<file path="src/rtl/shift_right_seq.sv">
// Iterative SRL/SRA unit: start/busy/done handshake, one bit per cycle by default.
// Latency shamt+1 edges to done; define SHIFT_FAST_EN to shift up to 4 bits per cycle.
// Backpressure: start is ignored while busy; synchronous active-high reset aborts silently.
module shift_right_seq #(
    parameter int WIDTH   = 32,
    parameter int SHAMT_W = 5
) (
    input  logic               clk,
    input  logic               reset,
    input  logic               start,
    input  logic [WIDTH-1:0]   in_data,
    input  logic [SHAMT_W-1:0] shamt,
    input  logic               arith,
    output logic               busy,
    output logic               done,
    output logic [WIDTH-1:0]   out_data
);

    typedef enum logic [1:0] {
        S_IDLE  = 2'd0,
        S_SHIFT = 2'd1,
        S_DONE  = 2'd2
    } state_t;

    state_t               state_q, state_d;
    logic [WIDTH-1:0]     data_q, data_d;
    logic [SHAMT_W-1:0]   cnt_q, cnt_d;
    logic                 sgn_q, sgn_d;
    logic                 done_q, done_d;
    logic [WIDTH-1:0]     out_q, out_d;

    logic [SHAMT_W-1:0]   step;
    logic [WIDTH-1:0]     shifted;

`ifdef SHIFT_FAST_EN
    localparam logic [SHAMT_W-1:0] STEP_MAX = SHAMT_W'(4);

    // Arithmetic shift keeps replicating the operand's original MSB, so multi-bit
    // steps give the same result as repeated single-bit steps.
    always_comb begin
        step    = (cnt_q > STEP_MAX) ? STEP_MAX : cnt_q;
        shifted = sgn_q ? $unsigned($signed(data_q) >>> step) : (data_q >> step);
    end
`else
    always_comb begin
        step    = SHAMT_W'(1);
        shifted = {sgn_q & data_q[WIDTH-1], data_q[WIDTH-1:1]};
    end
`endif

    always_comb begin
        state_d = state_q;
        data_d  = data_q;
        cnt_d   = cnt_q;
        sgn_d   = sgn_q;
        done_d  = 1'b0;
        out_d   = out_q;
        case (state_q)
            S_IDLE: begin
                if (start) begin
                    data_d  = in_data;
                    cnt_d   = shamt;
                    sgn_d   = arith;
                    state_d = S_SHIFT;
                end
            end
            S_SHIFT: begin
                if (cnt_q == '0) begin
                    out_d   = data_q;
                    done_d  = 1'b1;
                    state_d = S_DONE;
                end else begin
                    data_d = shifted;
                    cnt_d  = cnt_q - step;
                end
            end
            S_DONE: begin
                state_d = S_IDLE;
            end
            default: begin
                state_d = S_IDLE;
            end
        endcase
    end

    always_ff @(posedge clk) begin
        if (reset) begin
            state_q <= S_IDLE;
            data_q  <= '0;
            cnt_q   <= '0;
            sgn_q   <= 1'b0;
            done_q  <= 1'b0;
            out_q   <= '0;
        end else begin
            state_q <= state_d;
            data_q  <= data_d;
            cnt_q   <= cnt_d;
            sgn_q   <= sgn_d;
            done_q  <= done_d;
            out_q   <= out_d;
        end
    end

    assign busy     = (state_q != S_IDLE);
    assign done     = done_q;
    assign out_data = out_q;

endmodule

</file>
<file path="config.mk">
export PLATFORM = sky130hd
export DESIGN_NAME = shift_right_seq
export DESIGN_NICKNAME = d
export VERILOG_FILES = /design/src/rtl/shift_right_seq.sv
export SDC_FILE = /design/constraint.sdc
export NUM_CORES = 1
export LEC_CHECK = 0
export ABC_AREA = 0
export CAP_MARGIN = 5
export CORE_ASPECT_RATIO = 0.6
export CORE_MARGIN = 2
export CORE_UTILIZATION = 45
export DETAILED_ROUTE_END_ITERATION = 12
export HOLD_SLACK_MARGIN = 0.06
export MAX_ROUTING_LAYER = met4
export PLACE_DENSITY = 0.86
export SYNTH_ARGS = -nofsm -noshare
export SYNTH_HDL_FRONTEND = slang
export SYNTH_SLANG_ARGS = --single-unit
</file>
<file path="constraint.sdc">
create_clock -name clk -period 2.4 [get_ports clk]
set_input_delay 0.24 -clock clk [delete_from_list [all_inputs] [get_ports clk]]
set_output_delay 0.24 -clock clk [all_outputs]
set_load 0.05 [all_outputs]
</file>
---- After elaboration in Yosys (flattened, before gate mapping) ----
Index checks and enable logic that the tools add are counted.
cells by class
  add/sub/neg operators ................... 1
  equal/unequal tests ..................... 4
  mux-type cells .......................... 10
  bitwise operators ....................... 2
  reductions and logical operators ........ 9
operators by type and width
  cell                                                                   count
  32-bit 2-to-1 mux                                                      2
  32-bit case mux with 2 select lines                                    1
  5-bit 2-to-1 mux                                                       2
  5-bit case mux with 2 select lines                                     1
  2-bit inequality test, second input constant                           3
  2-bit AND reduction                                                    3
  5-bit zero test                                                        1
  5-bit by 1-bit subtractor with 5-bit output, second input constant     1
  2-bit 2-to-1 mux                                                       2
  2-bit case mux with 2 select lines                                     1
  2-bit nonzero test                                                     2
  3-bit AND reduction                                                    1
  2-bit by 1-bit equality test with 1-bit output, second input constant  1
  2-bit zero test                                                        1
  2-bit OR reduction                                                     1
  1-bit AND                                                              1
  1-bit 2-to-1 mux                                                       1
  1-bit inverter                                                         1
storage, ports and cells
  flip-flop bits (word level) ............. 73
  input bits .............................. 41
  output and inout bits ................... 34
  word-level logic and storage cells ...... 32

---- Logic depth before layout (Yosys ltp) ----
  depth in word-level cells ............... 3
  depth in mapped cells ................... 8
  gate-level depth less buffers ........... 6

---- Worst setup path after synthesis ----
Ideal clock, no wire load.
  path type ............................... flip-flop to flip-flop
  start point ............................. register cnt_q[0]
  end point ............................... register out_q[10], in the netlist out_data[10]
  library setup time ...................... 0.132 ns
  data arrival time ....................... 1.714 ns
  required time ........................... 2.268 ns
  path slack .............................. 0.554 ns
  stages on the path, launching flop included .. 9
  path buffers ............................ 2
  clock period less this slack ............ 1.846 ns
  path through ............................ dfxtp_1 inv_1 ha_1 or4b_4 or2_2 buf_2 buf_2 nand2_1 a21oi_1
on the way
  word-level cells in the longest chain between the ends .. 2
ends and longest elaborated chain
  item                                  line  text
  from (decl)                           27    logic [SHAMT_W-1:0] cnt_q, cnt_d;
  from (signal assigned)                97    cnt_q <= cnt_d;
  5-bit zero test                       68    if (cnt_q == '0) begin
  2-bit AND reduction (no source line)  n/a
  to (signal assigned)                  100   out_q <= out_d;
  to (decl)                             30    logic [WIDTH-1:0] out_q, out_d;
Every way passes these cells.
A chain may end at the register's enable or synchronous reset.

---- Final worst setup path ----
  start point ............................. register cnt_q[0]
  end point ............................... register out_q[17], in the netlist out_data[17]
The elaborated chain is that of the path after synthesis.

==> metrics.cfg <==
[flow_run]
max_cap_violations = 0

[routing]
dr.pass1.iters = 4
wl_per_cell_um = 14.3
drtIter0Drc = 155
antenna_left = 0
post-route-drc-count = 0
drt-total-wl_um = 7550
vias = 2762
via_per_inst = 5.24

[cts]
h-tree-depth = 3
post_cts_buffers = 0
cts_buffers = 9
cts_buffer_depth = 2
cts.reportedPaths.clkPinSlew_ns = 0.08
postCtsResizedCells = 0
clk_latency_ns = 0.35
postCtsHoldBufs = 0
cts_tree = built
cts_num_sinks = 73
cts_root_buf = clkbuf_8

[place]
portBuffers = 74
pre_cts_ws_ns = 0.332
hpwl_um = 5140
place_area_um2 = 3810
place.gp.congestion = 0.832

[timing]
final.setup_skew_ns = 0.00775
whs_ns = 0.370
maxSlewViolCount = 0
fin_crit_ns = 2.08
slew_headroom_pct = 56.2
worst_pin_slew_ns = 0.656
fmax_mhz = 481
tns_ns = 0
hold_violations = 0
setup_viol = 0
finalWorstSetupSlack_ns = 0.323
period_share_pct = 86.5
rsz0062_at_grt = false

[finish]
antenna_cells = 0
fillers = 582
layout.nets = 477
regArea_um2 = 1460
multi_input_area_um2 = 1420
layout_commonest_cell = nand2_1
mostFrequentLayoutCells = 128 x nand2_1, 73 x dfxtp_1, 73 x clkdlybuf4s50_1
fin_area_um2 = 4050
area_growth_pct = 33.8
drive_gt1_share_pct = 11.8

[synth]
syn_area_um2 = 3030
synth_cells = 371
seq_area_frac_synth_pct = 48.3
yosys_warnings = 0
synth_seq_cells = 73
synth_cell_type_count = 29
syn-num-nets = 413
syn_avg_cell_area_um2 = 8.16

[setup_path]
worstSetupStartpointType = register
cp-end-kind = register
critPathRequiredTime_ns = 2.61
critPathArrivalTime_ns = 2.29
r2r_slack_ns = 0.32
critical_path_class = reg2reg
crit_fanout = 34

[grt]
first_global_vias = 2542
antenna_found_initial = 0
grt_usage_pct = 22.0
grt_max_degree = 42
grt_pass1_wl_um = 12000
grt-ovfl-total = 0

[power]
max-vdd-ir-drop_mv = 0.320
p_per_area_nw_per_um2 = 833
p_leak_nw = 1.45

[die]
start_util_pct = 45.9
core_um2 = 6590
fp.dieH_um = 67.5
fp.dieArea_um2 = 7420
die_x_um = 110
fp-row-count = 23
boundaryPins = 75

[run_status]
status = finished, final reports clean

[hold_path]
hp-class = in2reg

[registers in the layout, summed over array words and instances, names as in the netlist]
register and flops:
done 1, cnt_q 5, out_data 32, state_q 2, sgn_q 1, data_q 32
[through the flow]
step	std cells	total power, W	utilization (%)
final	527	0.00338	61.5
after global routing	527	0.00354	61.5
after floorplan	371	0.00202	-
after detailed placement	511	0.00225	57.8
after global placement	511	0.00221	57.8
after CTS	527	0.00339	61.5
[synth_stat cells]
| library cell | instances | share of area [%] |
|---|---|---|
| dfxtp_1 | 73 | 48 |
| or2_2 | 2 | 0.41 |
| or3b_2 | 1 | 0.29 |
| a21o_1 | 2 | 0.50 |
| a221oi_1 | 1 | 0.29 |
| mux2_2 | 1 | 0.37 |
| a311oi_1 | 14 | 4.0 |
| a211oi_2 | 1 | 0.41 |
| nor2_1 | 41 | 5.1 |
| a22o_1 | 1 | 0.29 |
| nor3b_1 | 2 | 0.50 |
| buf_2 | 11 | 1.8 |
| nand3_1 | 1 | 0.17 |
| inv_1 | 2 | 0.25 |
| nor2b_1 | 2 | 0.41 |
| ha_1 | 1 | 0.41 |
| o21ai_0 | 4 | 0.66 |
| and2_1 | 1 | 0.21 |
| buf_6 | 3 | 1.1 |
| clkbuf_1 | 15 | 1.9 |
| buf_1 | 1 | 0.12 |
| mux2i_1 | 1 | 0.33 |
| nor3_1 | 1 | 0.17 |
| a21oi_1 | 40 | 6.6 |
| nand2b_1 | 2 | 0.41 |
| a311oi_2 | 17 | 8.4 |
| nand2_1 | 128 | 16 |
| nand3b_1 | 1 | 0.25 |
| or4b_4 | 1 | 0.45 |
[metal layers]
metal / vias up / wire [µm] / track usage [%] / share of wire, %
met1: 1272 / 3460 / 29.0 / 46
met3: 13 / 703 / 6.95 / 9.3
met5: - / 0 / - / 0
met4: 0 / 91 / 7.12 / 1.2
li1: 1376 / - / - / -
met2: 101 / 3300 / 32.1 / 44
[critical path, cell delays in order, from the launching register on]
cell and delay [ns]:
dfxtp_1 0.32, inv_1 0.09, ha_1 0.20, or4b_4 0.50, or2_2 0.56, nand2_1 0.17, a21oi_1 0.09
[power by group]
group,switching [W],internal [W]
combinational,0.000470,0.000312
clock,0.000460,0.000689
sequential,0.000101,0.00134
[logic make-up (layout without fill, tap and decap cells)]
logic type,after synthesis,in the layout,synth area share [%]
buffers and inverters,32,101,5.16
muxes,2,2,0.702
and+or+nand+nor,183,183,24.2
AOI/OAI and AO/OA,80,80,21.2
adders and majority gates,1,1,0.413
DFF,73,73,48.3
[final timing paths]
| check | depth (start not counted) | end | from |
|---|---|---|---|
| hold reg to reg | 2 | out_data[18]$_SDFFE_PP0P_ | out_data[18]$_SDFFE_PP0P_ |
| setup / recovery | 6 | out_data[17]$_SDFFE_PP0P_ | cnt_q[0]$_SDFFE_PP0P_ |
| setup reg to reg | 6 | out_data[17]$_SDFFE_PP0P_ | cnt_q[0]$_SDFFE_PP0P_ |
| hold / removal | 2 | out_data[23]$_SDFFE_PP0P_ | reset |
[final cells by class]
cell class | count | area share [%]
Inverter | 2 | 0.185
Timing Repair Buffer | 83 | 20.1
Clock inverter | 7 | 2.93
Clock buffer | 9 | 3.06
Tap cell | 87 | 2.69
Sequential cell | 73 | 36.1
Multi-Input combinational cell | 266 | 34.9
Power figures use the tool's default switching activity.
